<file path="config.mk">
export PLATFORM = sky130hd
export DESIGN_NAME = subsys_feeder_flat
export DESIGN_NICKNAME = d
export VERILOG_FILES = /design/src/rtl/subsys_pkg.sv /design/src/rtl/subsys_feeder_if.sv /design/src/rtl/subsys_feeder.sv /design/src/flat_wrapper.sv
export SDC_FILE = /design/constraint.sdc
export NUM_CORES = 1
export LEC_CHECK = 0
export BUFFER_PORTS_ARGS = -buffer_cell sky130_fd_sc_hd__buf_2
export CELL_PAD_IN_SITES_DETAIL_PLACEMENT = 1
export CELL_PAD_IN_SITES_GLOBAL_PLACEMENT = 2
export CORE_MARGIN = 2
export CORE_UTILIZATION = 34
export CTS_CLUSTER_SIZE = 40
export DETAILED_ROUTE_END_ITERATION = 8
export PLACE_DENSITY_LB_ADDON = 0.1
export REMOVE_ABC_BUFFERS = 1
export SLEW_MARGIN = 20
export SYNTH_ARGS = -nofsm -noshare
export SYNTH_HDL_FRONTEND = slang
export SYNTH_SLANG_ARGS = --single-unit
</file>
<file path="constraint.sdc">
create_clock -name sys_clk -period 3.89 [get_ports sys_clk]
set_clock_uncertainty 0.15 [all_clocks]
set_input_delay 0 -clock sys_clk [delete_from_list [all_inputs] [get_ports sys_clk]]
set_output_delay 0 -clock sys_clk [all_outputs]
set_load 0.1 [all_outputs]
</file>
<file path="src/rtl/subsys_pkg.sv">
// Shared types and sizing helpers for the subsystem operand feeder.
package subsys_pkg;

   typedef enum logic [1:0] {IDLE, PACK, PUSH, DONE} feeder_state_e;

   localparam int DIN_WIDTH_DEF = 8;
   localparam int N_DEF         = 4;

   // One packed word carries two rows of N elements.
   function automatic int beats_per_word(input int n);
      return 2 * n;
   endfunction

   function automatic int beat_cnt_width(input int n);
      return (2 * n > 1) ? $clog2(2 * n) : 1;
   endfunction

endpackage

</file>
<file path="src/rtl/subsys_feeder_if.sv">
// Host beat stream plus subsystem input-FIFO write port of the feeder.
// master = feeder side, slave = host/FIFO side.
interface subsys_feeder_if
   import subsys_pkg::*;
#(
   parameter int DIN_WIDTH = DIN_WIDTH_DEF,
   parameter int BUS_WIDTH = 2 * DIN_WIDTH_DEF * N_DEF
);
   logic [DIN_WIDTH-1:0] s_data;
   logic                 s_valid;
   logic                 s_ready;
   logic [BUS_WIDTH-1:0] fifo_din;
   logic                 wr_fifo;
   logic                 in_fifo_full;

   modport master (
      input  s_data, s_valid, in_fifo_full,
      output s_ready, fifo_din, wr_fifo
   );

   modport slave (
      output s_data, s_valid, in_fifo_full,
      input  s_ready, fifo_din, wr_fifo
   );
endinterface

</file>
<file path="src/rtl/subsys_feeder.sv">
// Packs 2*N host beats per word and writes M_minus_one+1 words per frame into
// the subsystem input FIFO. Optional abort input: define SUBSYS_FEEDER_ABORT_EN.
module subsys_feeder
   import subsys_pkg::*;
#(
   parameter int DIN_WIDTH = DIN_WIDTH_DEF,
   parameter int N         = N_DEF,
   parameter int BUS_WIDTH = 2 * DIN_WIDTH * N
) (
   input  logic                  sys_clk,
   input  logic                  rst_n,
   input  logic [7:0]            M_minus_one,
   input  logic                  start,
`ifdef SUBSYS_FEEDER_ABORT_EN
   input  logic                  abort,
`endif
   subsys_feeder_if.master       bus,
   output logic                  busy,
   output logic                  done
);

   localparam int BEATS = beats_per_word(N);
   localparam int BCW   = beat_cnt_width(N);

   feeder_state_e        state_q, state_d;
   logic [BCW-1:0]       beat_cnt_q;
   logic [7:0]           word_cnt_q;
   logic [7:0]           m_lat_q;
   logic [BUS_WIDTH-1:0] pack_q;
   logic [BUS_WIDTH-1:0] fifo_din_q;
   logic [BUS_WIDTH-1:0] next_word;
   logic                 accept;
   logic                 last_beat;
   logic                 kill;

   assign bus.fifo_din = fifo_din_q;

   // NOTE: every signal driven here gets a default first, so no path leaves
   // one unassigned and no latch is inferred.
   always_comb begin
      state_d     = state_q;
      bus.s_ready = 1'b0;
      bus.wr_fifo = 1'b0;
      done        = 1'b0;
      busy        = (state_q != IDLE);
`ifdef SUBSYS_FEEDER_ABORT_EN
      kill        = abort && (state_q != IDLE);
`else
      kill        = 1'b0;
`endif
      accept      = (state_q == PACK) && bus.s_valid && !kill;
      last_beat   = (beat_cnt_q == BCW'(BEATS - 1));
      next_word   = pack_q;
      next_word[int'(beat_cnt_q) * DIN_WIDTH +: DIN_WIDTH] = bus.s_data;

      unique case (state_q)
         IDLE: if (start) state_d = PACK;
         PACK: begin
            bus.s_ready = 1'b1;
            if (accept && last_beat) state_d = PUSH;
         end
         PUSH: begin
            bus.wr_fifo = !bus.in_fifo_full;
            if (bus.wr_fifo) state_d = (word_cnt_q == m_lat_q) ? DONE : PACK;
         end
         DONE: begin
            done    = 1'b1;
            state_d = IDLE;
         end
         default: state_d = IDLE;
      endcase

      // Abort wins over everything, including a pending FIFO write, and
      // drops s_ready so the host never sees a beat silently discarded.
      if (kill) begin
         state_d     = IDLE;
         bus.wr_fifo = 1'b0;
         bus.s_ready = 1'b0;
      end
   end

   // NOTE: state is updated with non-blocking assignments only, so every
   // register samples the pre-edge values regardless of statement order.
   always_ff @(posedge sys_clk) begin
      if (!rst_n) begin
         state_q    <= IDLE;
         beat_cnt_q <= '0;
         word_cnt_q <= '0;
         m_lat_q    <= '0;
         pack_q     <= '0;
         fifo_din_q <= '0;
      end else begin
         state_q <= state_d;
         if (kill) begin
            beat_cnt_q <= '0;
            word_cnt_q <= '0;
            pack_q     <= '0;
         end else begin
            if (state_q == IDLE && start) begin
               m_lat_q    <= M_minus_one;
               word_cnt_q <= '0;
               beat_cnt_q <= '0;
            end
            if (accept) begin
               pack_q <= next_word;
               if (last_beat) begin
                  beat_cnt_q <= '0;
                  fifo_din_q <= next_word;
               end else begin
                  beat_cnt_q <= beat_cnt_q + 1'b1;
               end
            end
            // Compare before increment: m_lat=255 yields 256 words cleanly.
            if (bus.wr_fifo && word_cnt_q != m_lat_q) word_cnt_q <= word_cnt_q + 8'd1;
         end
      end
   end

endmodule
</file>
<file path="src/flat_wrapper.sv">
// flat-port wrapper written by rule: the top's interface ports become plain ports
module subsys_feeder_flat import subsys_pkg::*;
#(
   parameter int DIN_WIDTH = DIN_WIDTH_DEF,
   parameter int N         = N_DEF,
   parameter int BUS_WIDTH = 2 * DIN_WIDTH * N
)
  (sys_clk, rst_n, M_minus_one, start, busy, done, bus_s_data, bus_s_valid, bus_in_fifo_full, bus_s_ready, bus_fifo_din, bus_wr_fifo);
  subsys_feeder_if #(.DIN_WIDTH(DIN_WIDTH), .BUS_WIDTH(BUS_WIDTH)) bus_i ();
  input  logic sys_clk;
  input  logic rst_n;
  input  logic [7:0] M_minus_one;
  input  logic start;
  output logic busy;
  output logic done;
  input wire logic [$bits(bus_i.s_data)-1:0] bus_s_data;
  input wire logic [$bits(bus_i.s_valid)-1:0] bus_s_valid;
  input wire logic [$bits(bus_i.in_fifo_full)-1:0] bus_in_fifo_full;
  output wire logic [$bits(bus_i.s_ready)-1:0] bus_s_ready;
  output wire logic [$bits(bus_i.fifo_din)-1:0] bus_fifo_din;
  output wire logic [$bits(bus_i.wr_fifo)-1:0] bus_wr_fifo;
  assign bus_i.s_data = bus_s_data;
  assign bus_i.s_valid = bus_s_valid;
  assign bus_i.in_fifo_full = bus_in_fifo_full;
  assign bus_s_ready = bus_i.s_ready;
  assign bus_fifo_din = bus_i.fifo_din;
  assign bus_wr_fifo = bus_i.wr_fifo;
  subsys_feeder #(.DIN_WIDTH(DIN_WIDTH), .N(N), .BUS_WIDTH(BUS_WIDTH)) u_core (.sys_clk(sys_clk), .rst_n(rst_n), .M_minus_one(M_minus_one), .start(start), .bus(bus_i), .busy(busy), .done(done));
endmodule
</file>
==> results of run 1 <==
-- cell usage after synthesis, drive strengths merged --
cell     instances  share of area, %
a211oi          25               3.0
a21o             4              0.48
a21oi           79               6.3
a22oi            1              0.12
a31oi            2              0.20
a32oi            1              0.14
and2            11               1.1
and3             3              0.30
buf              8              0.94
clkbuf          51               3.1
dfxtp          149                48
ha               6               1.2
inv              7              0.42
mux2i           40               6.4
nand2           73               4.4
nand2b           7              0.70
nand3           16               1.3
nand3b           1              0.12
nand4            5              0.50
nand4b           2              0.28
nand4bb          2              0.36
nor2           101               6.1
nor2b           10               1.0
nor3             2              0.16
nor3b            1              0.12
nor4b            1              0.14
o2111ai          1              0.14
o211ai          31               3.7
o21a             1              0.12
o21ai           75               6.0
o21bai           1              0.12
o31ai            1              0.12
or2             18               1.8
or3              2              0.20
or4b             1              0.22
xnor2            8               1.1
-- per-stage QoR --
stage	cell area (um2)	power, mW	setup WS, ps	hold slack, ps	cells
global placement	6840	1.78	1060	93.2	1016
global route	7630	3.58	561	60.2	1067
CTS	7630	3.48	781	12.6	1067
floorplan	6010	1.72	-1330	-32.5	688
finish	7630	3.43	800	16.0	1067
detailed placement	6840	1.79	821	105	1016
-- critical path: stages (launching register included) --
cell	delay, ps
dfxtp_1	570
inv_1	140
ha_1	240
ha_1	380
nor4b_1	490
nand2b_1	470
mux2i_1	240
a211oi_1	300
-- worst paths after layout --
kind | startpoint | end | slack, ps | cells past startpoint
max | u_core.beat_cnt_q[0]$_SDFFE_PN0P_ | u_core.bus.fifo_din[33]$_SDFFE_PN0P_ | 800 | 7
min | start | u_core.m_lat_q[5]$_SDFFE_PN0P_ | 20 | 4
max reg2reg | u_core.beat_cnt_q[0]$_SDFFE_PN0P_ | u_core.bus.fifo_din[33]$_SDFFE_PN0P_ | 800 | 7
min reg2reg | u_core.pack_q[27]$_SDFFE_PN0P_ | u_core.pack_q[27]$_SDFFE_PN0P_ | 310 | 2
-- per-layer routing --
metal,routed length (um),up-vias,track usage (%)
li1,-,2759,-
met1,8390,2650,24.0
met2,8680,74,32.4
met3,589,13,4.23
met4,159,0,4.53
met5,0,-,0
-- registers in the layout (all words and copies together), names as in the netlist --
signal	count
u_core.beat_cnt_q	3
u_core.bus.fifo_din	64
u_core.m_lat_q	8
u_core.pack_q	64
u_core.state_q	2
u_core.word_cnt_q	8
-- area by class of cell --
class	instances	area [um2]
Multi-Input combinational cell	532	3010
Fill cell	2138	10400
Sequential cell	149	2980
Clock inverter	6	62.6
Inverter	7	27.5
Timing Repair Buffer	118	726
Tap cell	229	287
Clock buffer	26	539
-- where the power goes --
part	leakage, nW	total [mW]	switching (mW)	internal, mW
registers	1.21	1.57	0.0155	1.55
logic	1.55	0.204	0.129	0.0751
clock network	0.303	1.66	0.644	1.02
total	3.06	3.43	0.789	2.64
-- cells in the final DEF (no fill, tap or decap), types with 2 or more instances in the layout --
cell           netlist  final
nand2_1             73     73
mux2i_1             40     40
xnor2_1              8      8
o211ai_1            31     31
nor2_1             101    100
a31oi_1              2      2
or2_0                2      2
nand3_1             16     16
clkbuf_8             0      8
nand4_1              5      5
and2_1              11     11
ha_1                 6      6
buf_2                5     88
nand4b_1             2      2
buf_4                0     10
dlygate4sd3_1        0     19
inv_1                6      6
o21ai_0             74     74
nand2b_1             7      7
a211oi_1            25     25
dfxtp_1            149    149
nor2b_1             10     10
a21o_1               4      4
and3_1               3      3
clkinv_2             0      4
nor3_1               2      2
clkbuf_16            0     17
or2_2               15     15
nand4bb_1            2      2
or3_1                2      2
a21oi_1             79     79
-- kinds of logic after synthesis --
family,count (synthesis)
AND/OR/NAND/NOR,256
flip-flops,149
buffers and inverters,66
AO/OA/AOI/OAI,222
multiplexers,40
XOR/XNOR,8
adder cells (fa/ha/maj),6
-- timing repair --
action,in CTS,in global routing
hold endpoints to repair,69,0
gates resized for setup,0,0
hold buffers,19,0
==> metrics.txt, run 1 <==
status complete, no violations; wire length per cell 16.7 um; H-tree depth 4; CORE AREA 18000 um2; pin count of the biggest net entering global routing 75; via count 5496; antenna-violating nets left 0; Leakage 3.06 nW; Slew HR 34.3%; fin util 42.3%; CTS Root Cell clkbuf_16; Post-Synth Simple-Gate Area 18.7%; FMAX 0.324 GHz; hpwl dp 11700 um; proportion of layout cells with a drive suffix above 1 17.8%; Synth Area in Compound Gates 20.5%; ant diodes 0; xor and xnor area share after synthesis 1.12%; HP Class primary input to flip-flop; Mean Syn Cell Area 8.38 um2; fin crit period 3090 ps; CTS sink cnt 149; die width 140 um; remaining global-route overflow 0; first-pass GRT wire length 29700 um; max-cap viol count 0; RSZ-0062 raised after global routing false; Post-Syn Instances 747; Clock Pin Slew Worst Setup and Hold Paths 60 ps; WS Path Type flip-flop to flip-flop; 1st-iter DRT viols 204; crit path DAT 3250 ps; Post-layout nets 852; Setup Buffers After CTS 0; GR Util All Layers 18.8%; pins over their slew limit 0; synthesis-stage register bit count 149; Setup crit end kind flip-flop; Worst VDD drop 307 uV; FP Rows 49; Max Fanout on Critical Path 14; Final Hold Viols 0; Initial Util 34.7%; height of the die 140 um; pwr dens 450 nW/um2; Max clock buf depth 2; Final GP Congestion 0.732; final number of setup-violating endpoints 0; cell area after synthesis 6260 um2; clock insertion delay at the later pin of the skew report 420 ps; vias per cell 5.15; final WL 17800 um; IO Port Bufs 88; Yosys cell types 41; crit share post-route 79.4%; critical path startpoint category flip-flop; Post-Synth Adder-Cell Area 1.20%; vias in the first global route 5778; multiplexer area fraction after synthesis 6.40%; CTS tree built; largest family of logic cells by synthesized area compound AO/OA/AOI/OAI gates; CP required 4050 ps; area delta synth->final 21.9%; initial antenna violation count 0; Die Area 19500 um2; Setup Total Neg Slack 0 ps; drt first pass iters 4; # DRC 0; actual slew at the worst max-slew pin 978 ps; CTS buffer count 17; sequential element share of the synthesized area 47.7%; synth warn 0; Ports 89
Power figures use the tool's default switching activity.
==> run 2, diff against run 1 <==
Clock period 3.89 ns to 3.1 ns, I/O delays scaled along.
==> run 2 against run 1 <==
Effect of this change:
- power is 21% higher
- largest power group is now registers
- utilization hardly changed
- global-route usage is 0.44 points lower
- worst setup slack worse by 430 ps
- register-to-register slack worse by 430 ps
- die area stayed put
- clock-buffer cell count is 5 lower
- first-iteration DRC count is 9.8% higher
- fmax is 13% higher
==> metrics.txt, run 2 (synthesis gave the netlist of run 1 again) <==
status complete, no violations; RSZ-0062 raised after global routing false; Tot Pwr 4.16 mW; Initial Util 34.7%; RR Startpoint u_core.beat_cnt_q[1]$_SDFFE_PN0P_; via count 5533; Worst R2R End u_core.bus.fifo_din[37]$_SDFFE_PN0P_; CP required 3270 ps; Max clock buf depth 2; FP Rows 49; hold_ws 208 ps; WS Path Type flip-flop to flip-flop; fin util 42.3%; Post-layout nets 859; final WL 17600 um; die width 140 um; first-pass GRT wire length 28900 um; Ports 89; ant diodes 0; max-cap viol count 0; pin count of the biggest net entering global routing 59; proportion of layout cells with a drive suffix above 1 18.0%; actual slew at the worst max-slew pin 1040 ps; Hold Path Depth 4; reg2reg setup slack 370 ps; final number of setup-violating endpoints 0; hpwl dp 11700 um; clock insertion delay at the later pin of the skew report 430 ps; 1st-iter DRT viols 224; placed cell areas 6880 um2; fin crit period 2730 ps; Leakage 3.05 nW; antenna-violating nets left 0; Final GP Congestion 0.737; min-delay src M_minus_one[7]; most common cell after layout, fill and taps aside dfxtp_1; Final Cell Area 7630 um2; area delta synth->final 21.9%; Max Fanout on Critical Path 9; Reg2Reg Depth 7; Final Hold Viols 0; Die Area 19500 um2; commonest cells after routing, fill and taps aside dfxtp_1 (149), nor2_1 (100), buf_2 (88); Slew HR 30.4%; crit share post-route 88.2%; pwr dens 545 nW/um2; FMAX 0.366 GHz; Crit. Startpoint u_core.beat_cnt_q[1]$_SDFFE_PN0P_; initial antenna violation count 0; Worst VDD drop 404 uV; CTS buffer count 17; Setup crit end kind flip-flop; wire length per cell 16.4 um; H-tree depth 4; # DRC 0; critical path startpoint category flip-flop; height of the die 140 um; HP Class primary input to flip-flop; CORE AREA 18000 um2; CTS Root Cell clkbuf_16; Hold EP u_core.m_lat_q[7]$_SDFFE_PN0P_; pins over their slew limit 0; Clock Pin Slew Worst Setup and Hold Paths 60 ps; remaining global-route overflow 0; CTS sink cnt 149; CTS resizes 0; vias in the first global route 5568; vias per cell 5.16; CTS tree built; crit path DAT 2910 ps; GR Util All Layers 18.4%; IO Port Bufs 88; drt first pass iters 5
[run 2: cell types whose count changed in the layout (fill, tap and decap cells not counted), sizes merged]
cell         change
clkinv           +2
clkbuf           -5
buf              +5
dlygate4sd3      +2
clkinvlp         +3
inv              -1
[run 2: report_power, final]
group	total (mW)	internal (mW)	switching, mW
clock network	1.93	1.13	0.800
registers	1.96	1.95	0.0178
logic	0.265	0.0971	0.168
[run 2: how the worst max path moves through the flow]
| stage | slack, ps | end | cells after the start |
|---|---|---|---|
| 2_1_floorplan | -2120 | u_core.bus.fifo_din[10]$_SDFFE_PN0P_ | 7 |
| 3_5_place_dp | 340 | u_core.bus.fifo_din[37]$_SDFFE_PN0P_ | 7 |
| 4_1_cts | 320 | u_core.bus.fifo_din[37]$_SDFFE_PN0P_ | 7 |
| 5_1_grt | 70 | u_core.pack_q[39]$_SDFFE_PN0P_ | 7 |
| 3_3_place_gp | 520 | u_core.bus.fifo_din[37]$_SDFFE_PN0P_ | 7 |
| 6_report | 370 | u_core.bus.fifo_din[37]$_SDFFE_PN0P_ | 7 |
[run 2: cell type report]
type | instances | area [um2]
well taps | 229 | 287
inverters | 7 | 27.5
clock buffers | 21 | 460
multi-input cells | 532 | 3010
repair buffers | 125 | 783
fillers | 2143 | 10400
flip-flops and latches | 149 | 2980
clock inverters | 10 | 82.6
[run 2: critical path: stages (launching register included)]
cell      delay (ps)
dfxtp_1          380
inv_1             60
ha_1             190
ha_1             400
nor4b_1          460
nand2b_1         460
mux2i_1          250
a211oi_1         280
[run 2: routing by layer]
metal,vias up,track usage [%],routed length [um]
li1,2759,-,-
met5,-,0,0
met2,74,30.9,8580
met1,2683,23.9,8310
met4,0,5.68,210
met3,17,3.54,502
[run 2: repair_timing]
| item | 4_1_cts | 5_1_grt |
|---|---|---|
| endpoints found under the hold margin | 64 | 0 |
| setup buffers | 0 | 0 |
| endpoints found under the setup margin | 0 | 0 |
| hold buffers | 21 | 0 |
[run 2: per-stage QoR]
step / TNS [ps] / cells / worst slack [ps]
6_report: 0 / 1073 / 367
5_1_grt: 0 / 1073 / 72.5
4_1_cts: 0 / 1073 / 318
3_5_place_dp: 0 / 1021 / 337
3_3_place_gp: 0 / 1021 / 519
2_1_floorplan: -153230 / 688 / -2120
